==> src/rtl/cla_pipe_adder_if.sv <==
`default_nettype none
// ============================================================================
// Module   : cla_pipe_adder_if
// Purpose  : Valid/ready operand and result bundle for cla_pipe_adder.
// Revision : 1.0 - initial release
// ============================================================================
interface cla_pipe_adder_if #(
  parameter int WIDTH = 32
);
  logic             in_valid;
  logic             in_ready;
  logic [WIDTH-1:0] a;
  logic [WIDTH-1:0] b;
  logic             cin;
  logic [1:0]       op;
  logic             out_valid;
  logic             out_ready;
  logic [WIDTH-1:0] result;
  logic             cout;
  logic             ovf;
  logic             zero;

  modport master (
    output in_valid, a, b, cin, op, out_ready,
    input  in_ready, out_valid, result, cout, ovf, zero
  );

  modport slave (
    input  in_valid, a, b, cin, op, out_ready,
    output in_ready, out_valid, result, cout, ovf, zero
  );
endinterface
`default_nettype wire

==> src/rtl/cla_pipe_adder.sv <==
`default_nettype none
// ============================================================================
// Module   : cla_pipe_adder
// Purpose  : Pipelined carry-lookahead add/sub, one CHUNK-bit group per stage.
// Revision : 1.0 - initial release
// ============================================================================
module cla_pipe_adder #(
  parameter int WIDTH = 32,
  parameter int CHUNK = 8
) (
  input  logic            clock,
  input  logic            reset_n,
  cla_pipe_adder_if.slave bus
);
  localparam int NSTG = WIDTH / CHUNK;

  // Flat sum-of-products lookahead: every carry is two gate levels from g/p/c0.
  function automatic logic [CHUNK:0] f_carries(input logic [CHUNK-1:0] g,
                                               input logic [CHUNK-1:0] p,
                                               input logic             c0);
    logic [CHUNK:0] c;
    logic           term;
    c[0] = c0;
    for (int i = 1; i <= CHUNK; i++) begin
      c[i] = 1'b0;
      for (int j = 0; j < i; j++) begin
        term = g[j];
        for (int m = j + 1; m < i; m++) term = term & p[m];
        c[i] = c[i] | term;
      end
      term = c0;
      for (int m = 0; m < i; m++) term = term & p[m];
      c[i] = c[i] | term;
    end
    return c;
  endfunction

  logic [NSTG-1:0]  valid_q;
  logic [WIDTH-1:0] a_q   [NSTG];
  logic [WIDTH-1:0] b_q   [NSTG];
  logic [WIDTH-1:0] sum_q [NSTG];
  logic [NSTG-1:0]  c_q;

  logic             out_valid_q;
  logic [WIDTH-1:0] result_q;
  logic             cout_q;
  logic             ovf_q;
  logic             zero_q;

  logic [WIDTH-1:0] w_sum [NSTG];
  logic [NSTG-1:0]  w_cout;
  logic             w_ctop;
  logic             w_advance;
  logic             w_accept;
  logic [WIDTH-1:0] w_b_eff;
  logic             w_c_eff;

  logic [WIDTH-1:0] result_d;
  logic             cout_d;
  logic             ovf_d;
  logic             zero_d;

  assign w_advance = ~out_valid_q | bus.out_ready;
  assign w_accept  = bus.in_valid & w_advance;

  // op[0] selects inversion of B; op[1] selects external carry over the implicit one.
  assign w_b_eff = bus.op[0] ? ~bus.b : bus.b;
  assign w_c_eff = bus.op[1] ? bus.cin : bus.op[0];

  for (genvar k = 0; k < NSTG; k++) begin : g_stage
    logic [CHUNK-1:0] w_ca;
    logic [CHUNK-1:0] w_cb;
    logic [CHUNK:0]   w_c;

    assign w_ca      = a_q[k][k*CHUNK +: CHUNK];
    assign w_cb      = b_q[k][k*CHUNK +: CHUNK];
    assign w_c       = f_carries(w_ca & w_cb, w_ca | w_cb, c_q[k]);
    assign w_sum[k]  = sum_q[k] | (WIDTH'(w_ca ^ w_cb ^ w_c[CHUNK-1:0]) << (k * CHUNK));
    assign w_cout[k] = w_c[CHUNK];

    if (k == NSTG - 1) begin : g_last
      assign w_ctop = w_c[CHUNK-1];
    end
  end

  assign result_d = w_sum[NSTG-1];
  assign cout_d   = w_cout[NSTG-1];
  assign ovf_d    = w_ctop ^ w_cout[NSTG-1];
  assign zero_d   = ~|w_sum[NSTG-1];

  always_ff @(posedge clock or negedge reset_n) begin
    if (!reset_n) begin
      valid_q     <= '0;
      out_valid_q <= 1'b0;
      result_q    <= '0;
      cout_q      <= 1'b0;
      ovf_q       <= 1'b0;
      zero_q      <= 1'b0;
    end else if (w_advance) begin
      valid_q[0] <= w_accept;
      for (int i = 1; i < NSTG; i++) valid_q[i] <= valid_q[i-1];
      out_valid_q <= valid_q[NSTG-1];
      if (valid_q[NSTG-1]) begin
        result_q <= result_d;
        cout_q   <= cout_d;
        ovf_q    <= ovf_d;
        zero_q   <= zero_d;
      end
    end
  end

  // Payload carries no reset; the valid bits alone qualify it.
  always_ff @(posedge clock) begin
    if (w_advance) begin
      if (w_accept) begin
        a_q[0]   <= bus.a;
        b_q[0]   <= w_b_eff;
        c_q[0]   <= w_c_eff;
        sum_q[0] <= '0;
      end
      for (int i = 1; i < NSTG; i++) begin
        a_q[i]   <= a_q[i-1];
        b_q[i]   <= b_q[i-1];
        c_q[i]   <= w_cout[i-1];
        sum_q[i] <= w_sum[i-1];
      end
    end
  end

  assign bus.in_ready  = w_advance;
  assign bus.out_valid = out_valid_q;
  assign bus.result    = result_q;
  assign bus.cout      = cout_q;
  assign bus.ovf       = ovf_q;
  assign bus.zero      = zero_q;
endmodule
`default_nettype wire

==> src/flat_wrapper.sv <==
// flat-port wrapper written by rule: the top's interface ports become plain ports
module cla_pipe_adder_flat 
#(
  parameter int WIDTH = 32,
  parameter int CHUNK = 8
)
  (clock, reset_n, bus_in_valid, bus_a, bus_b, bus_cin, bus_op, bus_out_ready, bus_in_ready, bus_out_valid, bus_result, bus_cout, bus_ovf, bus_zero);
  cla_pipe_adder_if #(.WIDTH(WIDTH)) bus_i ();
  input  logic clock;
  input  logic reset_n;
  input wire logic [$bits(bus_i.in_valid)-1:0] bus_in_valid;
  input wire logic [$bits(bus_i.a)-1:0] bus_a;
  input wire logic [$bits(bus_i.b)-1:0] bus_b;
  input wire logic [$bits(bus_i.cin)-1:0] bus_cin;
  input wire logic [$bits(bus_i.op)-1:0] bus_op;
  input wire logic [$bits(bus_i.out_ready)-1:0] bus_out_ready;
  output wire logic [$bits(bus_i.in_ready)-1:0] bus_in_ready;
  output wire logic [$bits(bus_i.out_valid)-1:0] bus_out_valid;
  output wire logic [$bits(bus_i.result)-1:0] bus_result;
  output wire logic [$bits(bus_i.cout)-1:0] bus_cout;
  output wire logic [$bits(bus_i.ovf)-1:0] bus_ovf;
  output wire logic [$bits(bus_i.zero)-1:0] bus_zero;
  assign bus_i.in_valid = bus_in_valid;
  assign bus_i.a = bus_a;
  assign bus_i.b = bus_b;
  assign bus_i.cin = bus_cin;
  assign bus_i.op = bus_op;
  assign bus_i.out_ready = bus_out_ready;
  assign bus_in_ready = bus_i.in_ready;
  assign bus_out_valid = bus_i.out_valid;
  assign bus_result = bus_i.result;
  assign bus_cout = bus_i.cout;
  assign bus_ovf = bus_i.ovf;
  assign bus_zero = bus_i.zero;
  cla_pipe_adder #(.WIDTH(WIDTH), .CHUNK(CHUNK)) u_core (.clock(clock), .reset_n(reset_n), .bus(bus_i));
endmodule
==> config.mk <==
export PLATFORM = sky130hd
export DESIGN_NAME = cla_pipe_adder_flat
export DESIGN_NICKNAME = d
export VERILOG_FILES = /design/src/rtl/cla_pipe_adder_if.sv /design/src/rtl/cla_pipe_adder.sv /design/src/flat_wrapper.sv
export SDC_FILE = /design/constraint.sdc
export NUM_CORES = 1
export LEC_CHECK = 0
export CORE_ASPECT_RATIO = 0.6
export CORE_MARGIN = 2
export CORE_UTILIZATION = 61
export CTS_BUF_LIST = sky130_fd_sc_hd__clkbuf_2 sky130_fd_sc_hd__clkbuf_4 sky130_fd_sc_hd__clkbuf_8
export CTS_CLUSTER_SIZE = 40
export DETAILED_ROUTE_END_ITERATION = 16
export GPL_ROUTABILITY_DRIVEN = 0
export PLACE_DENSITY = 0.82
export SYNTH_ARGS = -nofsm -noshare
export SYNTH_HDL_FRONTEND = slang
export SYNTH_SLANG_ARGS = --single-unit
export TNS_END_PERCENT = 5
==> constraint.sdc <==
create_clock -name clock -period 7 [get_ports clock]
set_clock_uncertainty 0.2 [all_clocks]
set_input_delay 1.4 -clock clock [delete_from_list [all_inputs] [get_ports clock]]
set_output_delay 1.4 -clock clock [all_outputs]
set_load 0.02 [all_outputs]
# Yosys cells after proc, flatten, opt, wreduce, memory -nomap -nowiden
# Memories as Yosys holds them, arrays and structs flattened.
# Index checks and enable logic that the tools add are counted.
# Widths: inputs -> output; s select.
[op_classes]
n_reduce_logical = 4
n_mux = 7
n_bitwise = 313
[op_table]
columns = ["cell", "n"]
rows = [
  ["$and 1x1->1", 145],
  ["$or 1x1->1", 145],
  ["$or 32x32->32", 4],
  ["$xor 8x8->8", 5],
  ["$and 8x8->8", 4],
  ["$mux 32", 1],
  ["$not 32->32", 1],
  ["$or 8x8->8", 4],
  ["$reduce_or 32->1", 1],
  ["$xor 32x8->32", 1],
  ["$xor 24x8->24", 1],
  ["$xor 16x8->16", 1],
  ["$mux 1", 6],
  ["$reduce_and 2->1", 2],
  ["$logic_not 1->1", 1],
  ["$not 1->1", 1],
  ["$xor 1x1->1", 1],
]
[totals]
word_cells = 335
out_inout_bits = 37
in_bits = 71
reg_bits = 44
ram_bits = 384
n_memories = 3
[memory_table]
columns = ["memory", "words", "word_bits", "read_ports", "rd_clocked_by_memory_dff", "wr", "line_no", "source"]
rows = [
  ["u_core.a_q", 4, 32, 4, 0, 4, "cla_pipe_adder.sv:39", "logic [WIDTH-1:0] a_q [NSTG];"],
  ["u_core.b_q", 4, 32, 4, 0, 4, "cla_pipe_adder.sv:40", "logic [WIDTH-1:0] b_q [NSTG];"],
  ["u_core.sum_q", 4, 32, 4, 0, 4, "cla_pipe_adder.sv:41", "logic [WIDTH-1:0] sum_q [NSTG];"],
]

# Logic depth before layout (Yosys ltp)
# Gate-level depths: netlist (run 1).
# An unclocked memory read counts as a cell.
[depth]
depth_word = 19
ltp_mapped = 9
mapped_depth_nobuf = 9

# Least setup slack after synthesis (run 1)
# No wires, ideal clock.
[synth_path]
path_kind = "input port to flip-flop"
startpoint = "in bus_out_ready"
endpoint = "mem u_core.a_q[0][0], enable pin"
stages = 3
path_slack_ps = 1285
arrival_ps = 5086
setup_time_ps = 429
required_time_ps = 6371
cell_sequence = "nand2b_1 buf_2 and2_1"
[synth_rtl]
columns = ["element", "line_no", "source"]
rows = [
  ["start, declared", "flat_wrapper.sv:16", "input wire logic [$bits(bus_i.out_ready)-1:0] bus_out_ready;"],
  ["end, declared", "cla_pipe_adder.sv:39", ""],
]

# Final worst setup path (run 1)
[layout_path]
startpoint = "in bus_out_ready"
endpoint = "out bus_in_ready"
[layout_via]
elab_chain_len = 1
[layout_lines]
columns = ["element", "line_no", "source"]
rows = [
  ["$or 1x1->1", "cla_pipe_adder.sv:63", "assign w_advance = ~out_valid_q | bus.out_ready;"],
  ["end, declared", "flat_wrapper.sv:17", "output wire logic [$bits(bus_i.in_ready)-1:0] bus_in_ready;"],
]
# No other way between the ends.

==> results, run 1 <==
- The number of fillers in the final layout is ~940.
- The top cell type by total area after synthesis is sky130_fd_sc_hd__edfxtp_1.
- The share of total power dissipated in the clock network is 0.249.
- The area overhead of the layout relative to synthesis is 20.80%.
- The total buffers and inverters traversed by the critical path is 2.
- In this run the number of cells on the critical path is 3.
- During I/O placement, the number of pins put on the boundary was 108.
- The post-CTS resize count is 0.
- The number of nets with antenna violations after detailed routing is 0.
- The via count of the first global-routing pass is 5493.
- After detailed routing, the average wire length per cell comes to ~17 um.
- Across the run, the number of max-cap violations was 0.
- After synthesis the cells add up to 10110 um2.
- The logic depth of the worst register-to-register path is 6.
- The worst setup path is of the primary input to output pin kind.
- The leakage power of the design is slightly below 0.005 uW.
- After the last flow step, the layout net total stands at roughly 900.
- Counting flops with an async set or reset pin after synthesis yields a share of 0.1587.
- The number of design rule violations left after detail routing is 0.
- The number of buffers inserted by hold repair at cts is 0.
- Among cell families on the critical path, the largest total delay comes from buffers and inverters.
- Across all setup checks in the final design, the least slack found is slightly above 2 ns.
- For this run, the slowest stage of the critical path takes 0.75 ns.
- Summing all multi-input logic gate instances after layout gives ~2400 um2.
- The run finished with clean final reports.
- Of the cells placed in the final design, the portion with a size suffix greater than 1 is 0.1290.
- Measured against its own limit, the worst slew margin works out to 0.2948.
- The average cell area after synthesis is about 16 um2.
- The synthesis-stage register bit count is 252.
- Setup repair after global routing left no endpoint under its margin.
- The signal on the critical path passes through clkdlybuf4s50_1 -> nand2b_4 -> clkdlybuf4s50_1.
- Row generation in the floorplan step produced 36 rows.
- Of the total synthesized cell area, the portion taken by AND, OR, NAND and NOR gates is 0.03576.
- Of the total power, the share spent switching nets is 0.2942.
- The origin of the worst setup path is bus_out_ready.
- The area of the core is approximately 16000 um2.
- Clock-pin slew was measured on the worst setup and hold paths at approximately 0.06 ns.
- The overall overflow remaining after global route is 0.
- After synthesis, the share of cell area in mux cells is 0.03552.
- The post-route clock period utilization is 0.7078.
- The number of standard cells after synthesis is just over 600.
- STA classifies the critical path endpoint as an output pin.
- Buffers placed on the I/O ports in this run total approximately 110.
- The number of enable-type register cells in the synthesized netlist is 212.
- Entering global routing, the biggest net connects between 80 and 90 pins.
- The predominant post-synthesis flop cell is sky130_fd_sc_hd__edfxtp_1.
- In the post-synthesis netlist, the biggest area contributors are sky130_fd_sc_hd__edfxtp_1 63%, sky130_fd_sc_hd__dfrtp_1 9.9%, sky130_fd_sc_hd__ha_1 7.9%.
- Across every metal layer, demand over resource in global routing totals 0.2031.
- The combinational family with the most area after synthesis is adder cells.
- For this design the total switching power over the nets is approximately 1500 uW.
- The standard cell with the maximum stage delay on the critical path is sky130_fd_sc_hd__clkdlybuf4s50_1.
- The kind of launch point of the worst setup path is a primary input.
- After synthesis, the netlist uses 36 different library cells.
- The clock sink count is between 200 and 300.
- The worst supply voltage drop on vdd is 161.0 uV.
- The longest clock path from root to sink contains 3 buffers.
- Of the total synthesized cell area, the portion taken by XOR and XNOR cells is 0.04938.
- The initial standard-cell utilization of the core is 0.6235.
- The sequential share of power is 0.488.
- The die is between 150 and 200 um wide.
- Summing over every cut layer, the via total after detailed routing is a little over 5k.
- The post-synthesis compound-gate area fraction was 0.02685.
- Setup violations remaining at the end of the flow were counted as 0.
- The H-tree generated during clock tree synthesis spans 2 levels.
- The HPWL after detailed placement is roughly 11000 um.
- The cell chosen for the clock root is sky130_fd_sc_hd__clkbuf_8.
- Cell internal power was estimated by the tool at 3556 uW.
- Based on the critical path, the design can be clocked at up to 201.8 MHz.
- The worst-skew pair later-pin latency is roughly 0.5 ns.
- The count of buffers added by post-CTS timing repair for setup is 0.
- The worst reg2reg path startpoint is u_core.bus.out_valid$_DFFE_PN0N_.
- After detailed routing, the number of vias per cell comes to roughly 5.2.
- In this run the power density over the cells is roughly 410 nW/um2.
- Before CTS, the worst setup slack after placement is 2.016 ns.
- The most numerous cell on the critical path is sky130_fd_sc_hd__clkdlybuf4s50_1.
- The worst hold path startpoint is u_core.b_q[2][28]$_DFFE_PN_.
- The clock tree from TritonCTS is done.
- The first global-routing pass estimated between 20000 and 30000 um of wire.
- The die covers between 15000 and 20000 um2.
- The fraction of the mapped netlist area in adder cells is 0.08712.
- The post-synthesis sequential area ratio is 0.7286.
- The arrival time of data at the critical path endpoint is about 3.4 ns.
- The part of the total power dissipated in combinational logic is 0.263.
- The total negative slack for setup checks is 0 ns.
- The number of nets in the synthesized netlist is 758.
- The count of pins over their slew limit is 0.
- The area share of the leading cell type in the synthesized netlist is 0.6296.
- At the pin with the least slew margin, the transition time is 1.058 ns.
- Data on the critical path is required at its endpoint by about 5.4 ns.
- The first routing iteration left roughly 310 violations.
- The worst hold path was traced through 0 stages.
- In this run the worst hold path is classified as register to register.
- The number of buffers created by CTS is 36.
- The number of antenna cells inserted is 0.
- The routed design could run at a clock period as short as between 4 and 5 ns.
- The final hold violation count came to 0.
- The pre-antenna-repair detailed-routing pass consisted of 5 iterations.
- The count of warnings emitted by yosys is 0.
- The number of antenna violations at the first check in global routing is 0.
- For this block, the routed nets add up to between 15000 and 20000 um of wire.
- In this run the vertical extent of the chip is ~100 um.
- The flip-flop and latch area is 7367 um2.
- The maximum fanout along the worst path is slightly above 70.
## flip-flops by register name, indices dropped and copies added, names as in the netlist
signal,flops
u_core.c_q,4
u_core.bus.cout,1
u_core.b_q,80
u_core.bus.zero,1
u_core.bus.result,32
u_core.valid_q,4
u_core.bus.ovf,1
u_core.a_q,80
u_core.sum_q,48
u_core.bus.out_valid,1
## Yosys cell counts, drive strengths merged, types with 2 or more instances
| cell | number |
|---|---|
| a21oi | 17 |
| a31oi | 3 |
| and2 | 4 |
| buf | 6 |
| clkbuf | 3 |
| dfrtp | 40 |
| edfxtp | 212 |
| fa | 4 |
| ha | 64 |
| inv | 89 |
| mux2 | 31 |
| nand2 | 16 |
| nand2b | 3 |
| nand4 | 2 |
| nor2 | 19 |
| nor2b | 4 |
| nor3 | 2 |
| nor3b | 3 |
| nor4 | 5 |
| nor4b | 2 |
| o2111ai | 3 |
| o21ai | 12 |
| o21bai | 4 |
| o31ai | 4 |
| or4b | 3 |
| xnor2 | 16 |
| xor2 | 41 |
## final cells by class
cell class                 count  share of cell area
clock buffer                  51             0.05132
clock inverter                13             0.01352
inverter                      89             0.02735
multi-input combinational    269              0.1951
sequential                   252              0.6032
tap                          209             0.02141
timing repair buffer         109             0.08810
## cells in the final DEF, fill, tap and decap left out, drive strengths merged, types with 3 or more instances in the layout
cell type / Yosys / final
o21ai: 12 / 12
clkdlybuf4s50: 0 / 105
nand2b: 3 / 3
o2111ai: 3 / 3
dfrtp: 40 / 40
nand2: 16 / 16
nor2b: 4 / 4
xor2: 41 / 41
nor3b: 3 / 3
nor2: 19 / 19
and2: 4 / 4
bufinv: 0 / 4
nor4: 5 / 5
ha: 64 / 64
mux2: 31 / 31
inv: 89 / 89
or4b: 3 / 3
xnor2: 16 / 16
clkbuf: 3 / 51
a21oi: 17 / 17
fa: 4 / 4
a31oi: 3 / 3
buf: 6 / 4
edfxtp: 212 / 212
clkinv: 0 / 9
o31ai: 4 / 4
o21bai: 4 / 4
## final timing paths
| kind | end | slack, ns |
|---|---|---|
| setup / recovery | bus_in_ready | 2.05 |
| hold / removal | u_core.b_q[3][28]$_DFFE_PN_ | 0.21 |
| setup reg to reg | u_core.bus.zero$_DFFE_PN0P_ | 3.76 |
| hold reg to reg | u_core.b_q[3][28]$_DFFE_PN_ | 0.21 |
| max in group asynchronous | u_core.bus.result[1]$_DFFE_PN0P_ | 5.14 |
| min in group asynchronous | u_core.bus.result[16]$_DFFE_PN0P_ | 0.84 |
## kinds of logic after synthesis
kind of cell | after synthesis
compound gates | 45
xor+xnor | 57
fa+ha+maj | 68
buf+inv | 98
flops | 252
mux | 32
simple gates | 67
## power by group through the flow
stage | clock network [uW] | registers [uW] | logic [uW]
2_1_floorplan | 0 | 2530 | 718
3_3_place_gp | 0 | 2460 | 1230
3_5_place_dp | 0 | 2490 | 1320
4_1_cts | 1290 | 2460 | 1330
5_1_grt | 1360 | 2500 | 1440
6_report | 1250 | 2460 | 1330
## through the flow
| stage | utilization | cells | power, uW | hold slack, ns | cell area [um2] |
|---|---|---|---|---|---|
| 2_1_floorplan | - | 619 | 3249 | 0.2003 | 10110 |
| 3_3_place_gp | 0.7044 | 928 | 3695 | 0.2004 | 11420 |
| 3_5_place_dp | 0.7044 | 928 | 3809 | 0.2045 | 11420 |
| 4_1_cts | 0.7532 | 992 | 5086 | 0.2078 | 12210 |
| 5_1_grt | 0.7532 | 992 | 5307 | 0.2070 | 12210 |
| 6_report | 0.7532 | 992 | 5038 | 0.2050 | 12210 |
## metal layers
layer / GRT usage / part of all wire / vias up
met5: 0 / 0 / -
met3: 0.04815 / 0.054 / 37
met4: 0.06654 / 0.020 / 0
met1: 0.2663 / 0.42 / 2502
li1: - / - / 2444
met2: 0.3386 / 0.50 / 152
No activity file was read; power rests on OpenSTA's default activity.
==> run 2: changes to the inputs <==
- CORE_UTILIZATION: 61 -> 53
- PLACE_DENSITY: 0.82 -> 0.75
- clock period: 7 -> 4.4 ns (I/O delays scaled with it)
==> run 2 against run 1 <==
  * Global-route usage is 4.3 points lower
  * Setup slack worse by 0.84 ns
  * Cell count is 4.4% higher
  * Clock power is 48% higher
  * Wire length is 9.3% lower
==> results, run 2 (same netlist as run 1, synthesis figures left out) <==
- The HPWL after detailed placement came to 10620 um (was 11480 um).
- The pre-CTS setup slack is 0.8104 ns (was 2.016 ns).
- The count of buffers added by post-CTS timing repair for setup came to 0 (unchanged).
- The total negative slack for setup checks is 0 ns (unchanged).
- The critical path capture point is bus_in_ready (unchanged).
- The iteration count of the initial detailed-routing pass came to 4 (was 5).
- The number of DRC markers in iteration 0 is 272 (was 313).
- The transition time at the pin with the least slew margin is 1.068 ns (was 1.058 ns).
- The worst-skew pair later-pin latency is 0.50 ns (was 0.49 ns).
- The number of buffers inserted by hold repair at cts is 0 (unchanged).
- The power density of the placed cells was 635.2 nW/um2 (was 412.5 nW/um2).
- Ordered cell list for the critical path: clkdlybuf4s50_1 -> nand2b_4 -> clkdlybuf4s50_1 (unchanged).
- The I/O pin count is 108 (unchanged).
- The final hold violation count is 0 (unchanged).
- The cell family contributing the most delay on the critical path is buffers and inverters (unchanged).
- The count of pins over their slew limit is 0 (unchanged).
- The worst flop-to-flop path endpoint is u_core.bus.zero$_DFFE_PN0P_ (unchanged).
- The number of nets in the final layout is 900 (was 896).
- The number of antenna violations at the first check in global routing was 0 (unchanged).
- The worst reg2reg path startpoint is u_core.b_q[3][24]$_DFFE_PN_ (was u_core.bus.out_valid$_DFFE_PN0N_).
- The overall die area is 20230 um2 (was 17660 um2).
- The post-route core utilization came to 0.6499 (was 0.7532).
- The total buffers and inverters traversed by the critical path is 2 (unchanged).
- The clock tree from TritonCTS is done (unchanged).
- Largest registers in the final layout: u_core.a_q x80, u_core.b_q x80, u_core.sum_q x48 (unchanged).
- For this run, the top clock speed supported by timing is roughly 310 MHz.
- The quantity of I/O buffers inserted on ports was 107 (unchanged).
- The maximum fanout along the worst path is 4 (was 71).
- The post-route clock period utilization is 0.7251.
- The most common cell after layout, fill and taps aside is sky130_fd_sc_hd__edfxtp_1 (unchanged).
- The detailed-route wire length is 15650 um (was 17260 um).
- The smallest clock period supported by the final layout is computed as approximately 3.2 ns.
- The largest buffer count on any clock path is 3 (unchanged).
- The overall overflow remaining after global route is 0 (unchanged).
- The combined global-route utilization of all metal layers is 0.1600 (was 0.2031).
- The highest cell delay on the worst timing path is 0.64 ns (was 0.75 ns).
- The standard cell with the maximum stage delay on the critical path is sky130_fd_sc_hd__clkdlybuf4s50_1 (unchanged).
- The origin of the worst setup path is bus_out_ready (unchanged).
- The number of cells on the critical path is 3 (unchanged).
- The average vias per placed instance was 4.841 (was 5.176).
- The horizontal die dimension is 182.3 um (was 170.2 um).
- The max-slew headroom at the worst pin is 0.2877 (was 0.2948).
- The category of the worst setup path capture point is an output pin (unchanged).
- The area overhead of the layout relative to synthesis is 21.06% (was 20.80%).
- The number of buffers created by CTS is 37 (was 36).
- The logic depth of the worst register-to-register path was 8 (was 6).
- The share of cells above drive strength 1 is 0.1342 (was 0.1290).
- The endpoint required time on the critical path is 3.32 ns (was 5.40 ns).
- The CTS H-tree depth is 2 (unchanged).
- The global-route wire length before repair is 25420 um (was 27590 um).
- The number of fillers in the final layout was 1323 (was 941).
- RSZ-0062 raised after global routing: false (unchanged).
- The number of antenna cells inserted is 0 (unchanged).
- The arrival time of data at the critical path endpoint is 2.11 ns (was 3.35 ns).
- The number of design rule violations left after detail routing is 0 (unchanged).
- The maximum number of pins on one net before global-route repair is 87 (was 86).
- The vertical extent of the die is 111.0 um (was 103.7 um).
- The max-cap check violation count was 0 (unchanged).
- The category of the critical setup timing path was primary input to output pin (unchanged).
- The worst setup slack for register-to-register paths came to 1.46 ns (was 3.76 ns).
- The cell chosen for the clock root is sky130_fd_sc_hd__clkbuf_8 (unchanged).
- The most numerous cell on the critical path was sky130_fd_sc_hd__clkdlybuf4s50_1 (unchanged).
- The initial standard-cell utilization of the core is 0.5368 (was 0.6235).
- The detail-routed net length per standard cell is 15.11 um (was 17.40 um).
- The number of nets with antenna violations after detailed routing is 0 (unchanged).
- The kind of launch point of the worst setup path is a primary input (unchanged).
- The worst setup margin is 1.210 ns (was 2.046 ns).
- The site row count is 39 (was 36).
- The worst supply voltage drop on vdd is 280.2 uV (was 161.0 uV).
- The via count of the first global-routing pass is 5281 (was 5493).
- The total setup violations reported at the end of the flow is 0 (unchanged).
- Most used cells in the layout excluding fill and tap cells: 212 x sky130_fd_sc_hd__edfxtp_1, 105 x sky130_fd_sc_hd__clkdlybuf4s50_1, 89 x sky130_fd_sc_hd__inv_1 (unchanged).
- The total via count after detailed routing is 5015 (was 5135).
- Status: complete, no violations (unchanged).
- The worst min-delay path category is register to register (unchanged).
- The area of the core came to 18840 um2 (was 16220 um2).
- The clock sink count is 252 (unchanged).
- The post-CTS resize count is 0 (unchanged).
- The leakage power of the design is 0.004929 uW (was 0.004931 uW).
- The clock-pin slew on the worst setup and hold paths is 0.07 ns (was 0.06 ns).
-- run 2: cell types whose count changed in the layout (fill, tap and decap cells not counted) --
| cell | delta |
|---|---|
| sky130_fd_sc_hd__clkinv_2 | +6 |
| sky130_fd_sc_hd__clkbuf_4 | -4 |
| sky130_fd_sc_hd__buf_4 | +3 |
| sky130_fd_sc_hd__bufinv_16 | -3 |
| sky130_fd_sc_hd__clkbuf_8 | +3 |
| sky130_fd_sc_hd__clkinv_1 | +2 |
| sky130_fd_sc_hd__clkinv_4 | -1 |
| sky130_fd_sc_hd__clkinvlp_4 | +1 |
-- run 2: per-layer routing --
| layer | routed length, um | track usage | share of wire | up-vias |
|---|---|---|---|---|
| met5 | 0 | 0 | 0 | - |
| met4 | 344 | 0.05161 | 0.022 | 0 |
| met1 | 6862 | 0.1983 | 0.44 | 2419 |
| met2 | 7775 | 0.2794 | 0.50 | 107 |
| met3 | 669 | 0.03811 | 0.043 | 33 |
| li1 | - | - | - | 2456 |
-- run 2: per-stage QoR --
step | instance area (um2) | hold slack, ns | cells | power (uW)
3_3_place_gp | 11490 | 0.2012 | 968 | 5881
5_1_grt | 12240 | 0.2219 | 1036 | 8237
3_5_place_dp | 11490 | 0.2045 | 968 | 5999
6_report | 12240 | 0.2163 | 1036 | 7775
2_1_floorplan | 10110 | 0.2003 | 619 | 5158
4_1_cts | 12240 | 0.2178 | 1036 | 7874
-- run 2: power by group --
group | internal [uW] | total, uW | leakage [uW] | switching, uW
Sequential | 3550 | 3890 | 0.00257 | 338
Combinational | 939 | 2030 | 0.00195 | 1100
Clock | 1010 | 1850 | 0.000404 | 840
-- run 2: worst min path at each step --
stage | start | to | slack (ns) | depth (start not counted)
after CTS | u_core.sum_q[2][10]$_DFFE_PN_ | u_core.sum_q[3][10]$_DFFE_PN_ | 0.22 | 0
after global placement | u_core.b_q[0][23]$_DFFE_PP_ | u_core.b_q[1][23]$_DFFE_PN_ | 0.20 | 0
after detailed placement | u_core.a_q[0][11]$_DFFE_PP_ | u_core.a_q[1][11]$_DFFE_PN_ | 0.20 | 0
after floorplan | u_core.a_q[0][10]$_DFFE_PP_ | u_core.a_q[1][10]$_DFFE_PN_ | 0.20 | 0
final | u_core.b_q[0][21]$_DFFE_PP_ | u_core.b_q[1][21]$_DFFE_PN_ | 0.22 | 0
after global routing | u_core.a_q[1][21]$_DFFE_PN_ | u_core.a_q[2][21]$_DFFE_PN_ | 0.22 | 0
-- run 2: layout make-up --
cell class	instances	area [um2]	share of cell area
Clock buffer	50	638.1	0.05213
Clock inverter	18	111.4	0.009097
Sequential cell	252	7367	0.6019
Timing Repair Buffer	112	1099	0.08975
Inverter	89	334.1	0.02729
Multi-Input combinational cell	269	2384	0.1947
Tap cell	246	307.8	0.02515
-- run 2: worst reg2reg max path, delay by kind of cell, from the launching register on --
family | cells | cell delay [ns]
AOI/OAI and AO/OA | 1 | 0.22
adders and majority gates | 1 | 0.57
DFF | 1 | 0.35
and+or+nand+nor | 5 | 1.43
buffers and inverters | 1 | 0.08
